### src/rtl/mac_pkg.sv
// Shared widths and FSM state encoding for the sequential multiply-accumulate PE.
package mac_pkg;

    localparam int DEF_DATA_W = 4;
    localparam int DEF_ACC_W  = 10;
    localparam int PROD_W     = 2 * DEF_DATA_W;
    localparam int CNT_W      = $clog2(DEF_DATA_W);

    typedef logic [1:0] state_t;

    localparam state_t ST_IDLE = 2'd0;
    localparam state_t ST_MUL  = 2'd1;
    localparam state_t ST_ACC  = 2'd2;
    localparam state_t ST_HOLD = 2'd3;

endpackage

### src/rtl/mul_shift_add.sv
// Shift-add unsigned multiplier, one partial product per step; sequenced by the owning FSM.
module mul_shift_add
    import mac_pkg::*;
#(
    parameter int DATA_W = DEF_DATA_W
) (
    input  logic                  clk,
    input  logic                  rst_n,
    input  logic                  load,
    input  logic                  step,
    input  logic [DATA_W-1:0]     a,
    input  logic [DATA_W-1:0]     b,
    output logic                  done,
    output logic [2*DATA_W-1:0]   product
);

    localparam int PW = 2 * DATA_W;
    localparam int CW = (DATA_W > 1) ? $clog2(DATA_W) : 1;
    localparam logic [CW-1:0] LAST_CNT = CW'(DATA_W - 1);

    logic [PW-1:0]     r_mcand;
    logic [PW-1:0]     r_prod;
    logic [DATA_W-1:0] r_mplier;
    logic [CW-1:0]     r_cnt;

    always_ff @(posedge clk or negedge rst_n) begin
        if (!rst_n) begin
            r_mcand  <= '0;
            r_prod   <= '0;
            r_mplier <= '0;
            r_cnt    <= '0;
        end else if (load) begin
            r_mcand  <= {{DATA_W{1'b0}}, a};
            r_mplier <= b;
            r_prod   <= '0;
            r_cnt    <= '0;
        end else if (step) begin
            if (r_mplier[0]) begin
                r_prod <= r_prod + r_mcand;
            end
            r_mcand  <= r_mcand << 1;
            r_mplier <= r_mplier >> 1;
            r_cnt    <= r_cnt + 1'b1;
        end
    end

    // Fixed step count: zero operands do not terminate early.
    assign done    = step && (r_cnt == LAST_CNT);
    assign product = r_prod;

endmodule

### src/rtl/mac_seq_4bit.sv
// Dot-product processing element: accepts A/B operand pairs, multiplies sequentially,
// accumulates, and emits one result per first..last pass over a valid/ready port.
//   state | meaning
//   IDLE  | waiting for an operand pair
//   MUL   | shift-add multiply, DATA_W steps
//   ACC   | add product into accumulator
//   HOLD  | result pending until consumer accepts
module mac_seq_4bit
    import mac_pkg::*;
#(
    parameter int DATA_W = DEF_DATA_W,
    parameter int ACC_W  = DEF_ACC_W
) (
    input  logic              clk,
    input  logic              clr,
    input  logic              in_valid,
    output logic              in_ready,
    input  logic [DATA_W-1:0] a,
    input  logic [DATA_W-1:0] b,
    input  logic              first,
    input  logic              last,
    output logic              out_valid,
    input  logic              out_ready,
    output logic [ACC_W-1:0]  result,
    output logic              overflow,
    output logic              busy
);

    localparam int PW = 2 * DATA_W;

    state_t           r_state;
    logic             r_first_q;
    logic             r_last_q;
    logic             r_out_valid;
    logic             r_overflow;
    logic [ACC_W-1:0] r_acc;
    logic [ACC_W-1:0] r_result;

    logic             w_load;
    logic             w_step;
    logic             w_done;
    logic [PW-1:0]    w_product;
    logic [ACC_W-1:0] w_acc_base;
    logic [ACC_W:0]   w_acc_sum;

    assign w_load     = (r_state == ST_IDLE) && in_valid;
    assign w_step     = (r_state == ST_MUL);
    assign w_acc_base = r_first_q ? '0 : r_acc;
    assign w_acc_sum  = {1'b0, w_acc_base} + (ACC_W+1)'(w_product);

    mul_shift_add #(
        .DATA_W (DATA_W)
    ) u_mul (
        .clk     (clk),
        .rst_n   (clr),
        .load    (w_load),
        .step    (w_step),
        .a       (a),
        .b       (b),
        .done    (w_done),
        .product (w_product)
    );

    always_ff @(posedge clk or negedge clr) begin
        if (!clr) begin
            r_state     <= ST_IDLE;
            r_first_q   <= 1'b0;
            r_last_q    <= 1'b0;
            r_out_valid <= 1'b0;
            r_overflow  <= 1'b0;
            r_acc       <= '0;
            r_result    <= '0;
        end else begin
            case (r_state)
                ST_IDLE: begin
                    if (in_valid) begin
                        r_first_q <= first;
                        r_last_q  <= last;
                        r_state   <= ST_MUL;
                    end
                end
                ST_MUL: begin
                    if (w_done) begin
                        r_state <= ST_ACC;
                    end
                end
                ST_ACC: begin
                    r_acc      <= w_acc_sum[ACC_W-1:0];
                    r_overflow <= (r_first_q ? 1'b0 : r_overflow) | w_acc_sum[ACC_W];
                    if (r_last_q) begin
                        r_result    <= w_acc_sum[ACC_W-1:0];
                        r_out_valid <= 1'b1;
                        r_state     <= ST_HOLD;
                    end else begin
                        r_state <= ST_IDLE;
                    end
                end
                ST_HOLD: begin
                    if (out_ready) begin
                        r_out_valid <= 1'b0;
                        r_state     <= ST_IDLE;
                    end
                end
                default: r_state <= ST_IDLE;
            endcase
        end
    end

    assign in_ready  = (r_state == ST_IDLE);
    assign busy      = (r_state != ST_IDLE);
    assign out_valid = r_out_valid;
    assign result    = r_result;
    assign overflow  = r_overflow;

endmodule
### config.mk
export PLATFORM = sky130hd
export DESIGN_NAME = mac_seq_4bit
export DESIGN_NICKNAME = d
export VERILOG_FILES = /design/src/rtl/mac_pkg.sv /design/src/rtl/mul_shift_add.sv /design/src/rtl/mac_seq_4bit.sv
export SDC_FILE = /design/constraint.sdc
export NUM_CORES = 1
export LEC_CHECK = 0
export CAP_MARGIN = 10
export CORE_AREA = 5 5 83 85
export CTS_BUF_LIST = sky130_fd_sc_hd__clkbuf_8 sky130_fd_sc_hd__clkbuf_16
export DETAILED_ROUTE_END_ITERATION = 10
export DIE_AREA = 0 0 88 90
export GPL_ROUTABILITY_DRIVEN = 0
export GPL_TIMING_DRIVEN = 0
export HOLD_SLACK_MARGIN = 0.1
export SYNTH_ARGS = -nofsm -noshare
export SYNTH_HDL_FRONTEND = slang
export SYNTH_SLANG_ARGS = --single-unit
### constraint.sdc
create_clock -name clk -period 3.3 [get_ports clk]
set_input_delay 0.66 -clock clk [delete_from_list [all_inputs] [get_ports clk]]
set_output_delay 0.66 -clock clk [all_outputs]
set_load 0.02 [all_outputs]
Word-level counts from Yosys, hierarchy flattened
Cells that the tools add are included.
{"block": "op_classes", "add_sub_neg": 3, "multipliers": 0, "n_div": 0, "n_lt_le_gt_ge": 0, "n_eq_ne": 8, "shifts": 0, "n_mux": 19, "bitwise_logic": 1, "reduce_logical": 12}
{"cell": "8-bit 2-to-1 mux", "count": 5}
{"cell": "2-bit 2-to-1 mux", "count": 6}
{"cell": "10-bit by 8-bit adder with 11-bit output", "count": 1}
{"cell": "10-bit 2-to-1 mux", "count": 1}
{"cell": "8-bit adder", "count": 1}
{"cell": "4-bit 2-to-1 mux", "count": 2}
{"cell": "2-bit inequality test (second input constant)", "count": 4}
{"cell": "2-bit one-hot mux with 4 select lines", "count": 1}
{"cell": "2-bit nonzero test", "count": 4}
{"cell": "2-bit equality test (second input constant)", "count": 3}
{"cell": "2-bit AND reduction", "count": 3}
{"cell": "3-bit AND reduction", "count": 2}
{"cell": "1-bit 2-to-1 mux", "count": 3}
{"cell": "2-bit by 1-bit adder with 2-bit output (second input constant)", "count": 1}
{"cell": "2-bit by 1-bit equality test with 1-bit output (second input constant)", "count": 1}
{"cell": "1-bit logical AND", "count": 2}
{"cell": "2-bit zero test", "count": 1}
{"cell": "1-bit one-hot mux with 2 select lines", "count": 1}
{"cell": "1-bit bitwise OR", "count": 1}
{"block": "word_totals", "ff_bits": 48, "latch_bits": 0, "ram_bits": 0, "mem_bits_ro": 0, "input_bits": 14, "out_inout_bits": 14, "wordCells": 54, "memories": 0}

Logic depth before layout (Yosys ltp)
Gate-level depths: netlist (run 1).
{"block": "depth", "depth_word": 4, "mapped_depth": 11, "depth_no_buf": 10}

Cells and area by module
From an unflattened synthesis (run 1), not the netlist that was laid out.
{"block": "hier_totals", "cells_unflattened": 283, "hier_area_um2": 2807.7}
{"module": "mac_seq_4bit", "instances": 1, "cells_each": 156, "area_each_um2": 1554.0, "seq_area_each_um2": 650.6}
{"module": "mul_shift_add", "instances": 1, "cells_each": 127, "area_each_um2": 1253.7, "seq_area_each_um2": 550.5}

Worst setup path after synthesis (run 1)
No wires, ideal clock.
{"block": "synth_timing", "path_type": "reg2reg", "from": "register r_first_q", "to": "register r_acc[8]", "setup_ps": 73, "t_arrival_ps": 2209, "t_required_ps": 3227, "slack_ps": 1018, "stages_incl_launch_ff": 12, "n_path_buf": 1, "synth_period_minus_slack_ps": 2282, "cell_sequence": "dfrtp_1 clkbuf_1 nor2b_1 ha_1 inv_1 fa_1 inv_1 a21o_1 a211oi_2 a21oi_2 mux2_4 a21oi_2"}
{"block": "synth_between", "elab_chain_cells": 2}
{"item": "from (decl)", "line": "mac_seq_4bit.sv:32", "source": "logic r_first_q;"}
{"item": "from (signal assigned)", "line": "mac_seq_4bit.sv:77", "source": "r_first_q <= first;"}
{"item": "10-bit 2-to-1 mux", "line": "mac_seq_4bit.sv:48", "source": "assign w_acc_base = r_first_q ? '0 : r_acc;"}
{"item": "10-bit by 8-bit adder with 11-bit output", "line": "mac_seq_4bit.sv:49", "source": "assign w_acc_sum = {1'b0, w_acc_base} + (ACC_W+1)'(w_product);"}
{"item": "to (signal assigned)", "line": "mac_seq_4bit.sv:88", "source": "r_acc <= w_acc_sum[ACC_W-1:0];"}
{"item": "to (decl)", "line": "mac_seq_4bit.sv:36", "source": "logic [ACC_W-1:0] r_acc;"}
Every way passes these cells.
A chain may end at the register's enable or synchronous reset.

Worst setup path in the final report (run 1)
{"block": "layout_timing", "from": "register r_first_q", "to": "register r_acc[7]"}
The elaborated chain is that of the path after synthesis.

==> impl_metrics.env, run 1 <==
export IMPL_grt_pass1_wl_mm=9.121
export IMPL_maxCapViolations=0
export IMPL_final_common_cell="nand2_1"
export IMPL_synth_cells=278
export IMPL_crit_buf_inv=1
export IMPL_io_pin_count=28
export IMPL_clk_pin_slew_ps=90
export IMPL_skew_ps=10.28
export IMPL_crit_chain="clkbuf_1 -> nor2b_1 -> ha_1 -> and2_4 -> a311oi_1 -> a21boi_1 -> o21ai_1 -> nor3b_1 -> o31ai_1"
export IMPL_avgSynthCellArea_um2=9.398
export IMPL_finalCritPeriodShare_pct=80.93
export IMPL_drt_initial_drc_count=50
export IMPL_cp_start_kind="register"
export IMPL_port_buffers=27
export IMPL_initial_core_util_pct=42.60
export IMPL_synth_compound_area_share_pct=17.34
export IMPL_status="completed"
export IMPL_syn_num_nets=310
export IMPL_dr_total_vias=1977
export IMPL_clock_fmax_ghz=0.3744
export IMPL_drc=0
export IMPL_htree_levels=2
export IMPL_cp_required_ps=3470
export IMPL_ctsResizeCount=0
export IMPL_nNetsFinal=345
export IMPL_cts_buffers=5
export IMPL_power_leakage_uw=0.001464
export IMPL_fin_area_um2=3093
export IMPL_async_flop_share_pct=100.0
export IMPL_crit_type="reg -> reg"
export IMPL_setup_violations=0
export IMPL_rsz0062_at_grt="no"
export IMPL_final_max_slew_viol_count=0
export IMPL_drive_above_1_share_pct=7.372
export IMPL_synth_top_family_by_area="simple AND/OR/NAND/NOR gates"
export IMPL_ys_seq_area_share_pct=45.98
export IMPL_fp_row_count=29
export IMPL_finalWirelength_mm=5.260
export IMPL_die_y_um=90
export IMPL_cts_buffer_depth=2
export IMPL_drtAntennaViolNets=0
export IMPL_place_area_um2=2994
export IMPL_hold_buffers=0
export IMPL_ys_ff_latch=48
export IMPL_synthAdderAreaFrac_pct=9.195
export IMPL_antennaDiodeCount=0
export IMPL_syn_to_final_growth_pct=18.39
export IMPL_holdCritPathClass="in -> async"
export IMPL_critPathCaptureType="register"
export IMPL_timing_slew_headroom_pct=66.84
export IMPL_grt_antenna_before_repair=0
export IMPL_min_period_ps=2671
export IMPL_post_drt_wl_per_cell_um=13.52
export IMPL_clock_sinks=48
export IMPL_clkLatencyLatePin_ps=290
export IMPL_synthMuxAreaShare_pct=2.634
export IMPL_yosysUniqueCellTypes=45
export IMPL_slowest_stage="dfrtp_1"
export IMPL_hold_viol=0
export IMPL_die_w_um=88
export IMPL_path_max_fanout=10
export IMPL_max_stage_delay_ps=430
export IMPL_dp_hpwl_mm=3.975
export IMPL_crit_family="compound AO/OA/AOI/OAI gates"
export IMPL_cts_tree="built"
export IMPL_core_area_um2=6132
export IMPL_viasPerCell=5.082
export IMPL_synth_xor_area_share_pct=3.352
export IMPL_tightestPinTransition_ps=497.4
export IMPL_fill_cells=591
export IMPL_synthSimpleGateAreaFrac_pct=17.86
export IMPL_die_area_um2=7920
export IMPL_synth_edf_count=0
export IMPL_grt_pass1_vias=1939
export IMPL_first_pass_iters=4
export IMPL_irDropWorstVdd_mv=0.3837
export IMPL_yosys_warnings=0
export IMPL_synthFlopType="dfrtp_1"
export IMPL_syn_area_um2=2613
export IMPL_clock_root_buffer="clkbuf_8"
export IMPL_layout_common_cells="65 x nand2_1, 48 x dfrtp_1, 26 x clkdlybuf4s50_1"
export IMPL_postCtsSetupBuffers=0
export IMPL_grt_max_degree=30
export IMPL_grt_overflow=0
export IMPL_grt_use_total_pct=14.25
export IMPL_tns_ps=0
export IMPL_powerDensity_nw_per_um2=837.5
export IMPL_cp_arrival_ps=2840
## final timing paths
path	start	to	slack [ps]	cells past startpoint
setup / recovery	r_first_q$_DFFE_PN0P_	r_acc[7]$_DFFE_PN0N_	630	9
hold reg to reg	r_acc[0]$_DFFE_PN0N_	r_acc[0]$_DFFE_PN0N_	480	2
setup reg to reg	r_first_q$_DFFE_PN0P_	r_acc[7]$_DFFE_PN0N_	630	9
min in group clk	r_acc[0]$_DFFE_PN0N_	r_acc[0]$_DFFE_PN0N_	480	2
max in group asynchronous	clr	u_mul.r_mplier[2]$_DFFE_PN0P_	2460	2
hold / removal	clr	result[3]$_DFFE_PN0P_	310	1
## where the power goes
part / internal (uW) / switching (uW)
logic: 535 / 679
registers: 807 / 163
clock network: 218 / 187
## Yosys cell counts, types with 5 or more instances
| master | number | area (um2) |
|---|---|---|
| o21ai_0 | 23 | 115.1 |
| inv_1 | 13 | 48.80 |
| clkbuf_1 | 6 | 22.52 |
| a21oi_1 | 12 | 60.06 |
| a22oi_1 | 6 | 45.04 |
| nor2b_1 | 12 | 75.07 |
| dfrtp_1 | 48 | 1201 |
| a21o_1 | 5 | 37.54 |
| nand2_1 | 65 | 244.0 |
| xor2_1 | 6 | 52.55 |
| ha_1 | 16 | 200.2 |
| nor2_1 | 10 | 37.54 |
## through the flow
stage               worst slack, ps  util, %  cells  hold slack [ps]  power (uW)
global placement              124.6    48.58    382            452.9        2187
global route                  445.6    50.44    389            331.4        2834
floorplan                      1018        -    278            364.4        1825
CTS                           630.3    50.44    389            320.1        2624
finish                        629.3    50.44    389            309.0        2590
detailed placement            668.5    48.83    383            455.4        2209
## state kept, by name, summed over array words and instances (netlist names), 2 cells and up
signal,count
r_acc,10
r_state,2
result,10
u_mul.product,8
u_mul.r_cnt,2
u_mul.r_mcand,8
u_mul.r_mplier,4
## cells by family (layout without fill, tap and decap cells)
logic type | after synthesis | count (layout)
compound gates | 69 | 69
mux | 5 | 5
simple gates | 104 | 104
buf+inv | 24 | 58
xor+xnor | 10 | 10
fa+ha+maj | 18 | 18
flops | 48 | 48
## cell type report
class / instances / area (um2) / area share, %
Clock buffer: 5 / 68.82 / 2.225
Timing Repair Buffer: 28 / 285.3 / 9.223
Tap cell: 77 / 96.34 / 3.115
Multi-Input combinational cell: 206 / 1316 / 42.56
Sequential cell: 48 / 1201 / 38.83
Inverter: 13 / 48.80 / 1.578
Buffer: 11 / 46.29 / 1.497
Clock inverter: 1 / 30.03 / 0.9709
## routing by layer
| metal | GRT usage, % | up-vias | share of wire, % |
|---|---|---|---|
| met1 | 19.60 | 920 | 49 |
| met3 | 2.834 | 5 | 3.7 |
| met2 | 22.99 | 31 | 47 |
| li1 | - | 1021 | - |
| met5 | 0 | - | 0 |
| met4 | 3.197 | 0 | 0.72 |
No activity file was read; power rests on OpenSTA's default activity.
==> run 2, diff against run 1 <==
--- a/config.mk
+++ b/config.mk
@@ -13,6 +13,7 @@
 export GPL_ROUTABILITY_DRIVEN = 0
 export GPL_TIMING_DRIVEN = 0
 export HOLD_SLACK_MARGIN = 0.1
+export PLACE_DENSITY = 0.66
 export SYNTH_ARGS = -nofsm -noshare
 export SYNTH_HDL_FRONTEND = slang
 export SYNTH_SLANG_ARGS = --single-unit
==> constraint.sdc (replaced) <==
create_clock -name clk -period 2.37 [get_ports clk]
set_input_delay 0.474 -clock clk [delete_from_list [all_inputs] [get_ports clk]]
set_output_delay 0.474 -clock clk [all_outputs]
set_load 0.02 [all_outputs]
==> impl_metrics.env, run 2 (synthesis gave the netlist of run 1 again) <==
export IMPL_critPathCaptureType="register"
export IMPL_grt_overflow=0
export IMPL_grt_max_degree=33
export IMPL_cp_start_kind="register"
export IMPL_cts_buffers=5
export IMPL_place_inst=383
export IMPL_path_max_fanout=10
export IMPL_finalCritPeriodShare_pct=95.76
export IMPL_cts_buffer_depth=2
export IMPL_clk_pin_slew_ps=90
export IMPL_antennaDiodeCount=0
export IMPL_dp_hpwl_mm=3.960
export IMPL_cp_arrival_ps=2470
export IMPL_hold_depth=2
export IMPL_tightestPinTransition_ps=479.3
export IMPL_holdCritPathClass="reg -> reg"
export IMPL_die_area_um2=7920
export IMPL_min_to="result[6]$_DFFE_PN0P_"
export IMPL_r2r_start="r_first_q$_DFFE_PN0P_"
export IMPL_nNetsFinal=351
export IMPL_skew_ps=7.930
export IMPL_clkLatencyLatePin_ps=300
export IMPL_io_pin_count=28
export IMPL_hold_viol=0
export IMPL_layout_common_cells="65 x nand2_1, 48 x dfrtp_1, 26 x clkdlybuf4s50_1"
export IMPL_grt_antenna_before_repair=0
export IMPL_rrSetupSlack_ps=100
export IMPL_post_drt_wl_per_cell_um=13.42
export IMPL_setup_violations=0
export IMPL_clock_root_buffer="clkbuf_8"
export IMPL_tns_ps=0
export IMPL_final_common_cell="nand2_1"
export IMPL_htree_levels=2
export IMPL_maxCapViolations=0
export IMPL_timing_slew_headroom_pct=68.04
export IMPL_final_util_pct=51.60
export IMPL_layout_cells_non_filler=397
export IMPL_ff2ff_path_depth=9
export IMPL_die_y_um=90
export IMPL_slowest_stage="dfrtp_1"
export IMPL_fin_ws_ps=100.5
export IMPL_r2r_end="r_acc[9]$_DFFE_PN0N_"
export IMPL_finalWirelength_mm=5.326
export IMPL_grt_pass1_vias=1897
export IMPL_crit_chain="clkbuf_8 -> nor2b_1 -> ha_1 -> and2_4 -> a311oi_2 -> a21boi_1 -> a41oi_2 -> mux2i_1 -> o21ai_1"
export IMPL_drc=0
export IMPL_drt_initial_drc_count=68
export IMPL_grt_pass1_wl_mm=8.942
export IMPL_viasPerCell=5.144
export IMPL_fp_row_count=29
export IMPL_dr_total_vias=2042
export IMPL_pre_cts_ws_ps=-244.5
export IMPL_clock_sinks=48
export IMPL_grt_use_total_pct=13.92
export IMPL_final_max_slew_viol_count=0
export IMPL_min_period_ps=2269
export IMPL_initial_core_util_pct=42.60
export IMPL_first_pass_iters=4
export IMPL_syn_to_final_growth_pct=21.12
export IMPL_max_stage_delay_ps=390
export IMPL_drive_above_1_share_pct=10.94
export IMPL_irDropWorstVdd_mv=0.4826
export IMPL_die_w_um=88
export IMPL_power_leakage_uw=0.001499
export IMPL_core_area_um2=6132
export IMPL_powerDensity_nw_per_um2=1152
export IMPL_cts_tree="built"
export IMPL_rsz0062_at_grt="yes"
export IMPL_cp_required_ps=2570
export IMPL_crit_type="reg -> reg"
export IMPL_port_buffers=27
export IMPL_min_delay_start="result[6]$_DFFE_PN0P_"
export IMPL_status="completed"
export IMPL_drtAntennaViolNets=0
export IMPL_clock_fmax_ghz=0.4406
## run 2: timing repair
| action | in CTS | in global routing |
|---|---|---|
| endpoints found under the setup margin | 9 | 7 |
| endpoints found under the hold margin | 16 | 0 |
| gates resized for setup | 4 | 4 |
| pin swaps | 1 | 2 |
| setup buffers | 3 | 2 |
| hold buffers | 1 | 0 |
## run 2: critical path, delay by kind of cell (launching register included)
family,cells,cell delay (ps)
compound gates,4,780
fa+ha+maj,1,300
buf+inv,1,170
flops,1,390
mux,1,210
simple gates,2,300
## run 2: where the power goes
group          switching [uW]  total, uW  internal [uW]
sequential                222       1350           1120
combinational             979       1780            806
clock                     283        516            234
## run 2: metrics by stage
step,hold WS [ps],power (uW),cell area [um2]
6_report,482.3,3647,3164
5_1_grt,506.8,3957,3164
4_1_cts,490.9,3640,3133
3_5_place_dp,425.3,3082,2994
3_3_place_gp,455.1,3034,2979
2_1_floorplan,178.4,2541,2613
## run 2: worst max-delay path by stage
stage                                      from                           end  cells past startpoint
after floorplan           r_first_q$_DFFE_PN0P_          r_acc[8]$_DFFE_PN0N_                     11
after global placement                      clr  u_mul.r_mcand[0]$_DFFE_PN0P_                      1
after detailed placement  r_first_q$_DFFE_PN0P_          r_acc[8]$_DFFE_PN0N_                     11
after CTS                 r_first_q$_DFFE_PN0P_          r_acc[8]$_DFFE_PN0N_                     11
after global routing      r_first_q$_DFFE_PN0P_         result[7]$_DFFE_PN0P_                      9
final                     r_first_q$_DFFE_PN0P_          r_acc[9]$_DFFE_PN0N_                      9
## run 2: cell type report
class / count / area [um2]
inverters: 13 / 48.80
clock buffers: 6 / 82.58
well taps: 77 / 96.34
flip-flops and latches: 48 / 1201
plain buffers: 11 / 56.30
multi-input cells: 206 / 1335
fillers: 582 / 2968
repair buffers: 34 / 332.8
clock inverters: 2 / 11.26
## run 2: layer usage
layer  part of all wire, %  track usage [%]  routed length [um]
met5                     0                0                   0
met4                  0.83            3.453                  44
met3                   3.7            2.742                 195
met2                    46            22.74                2467
met1                    49            18.77                2618
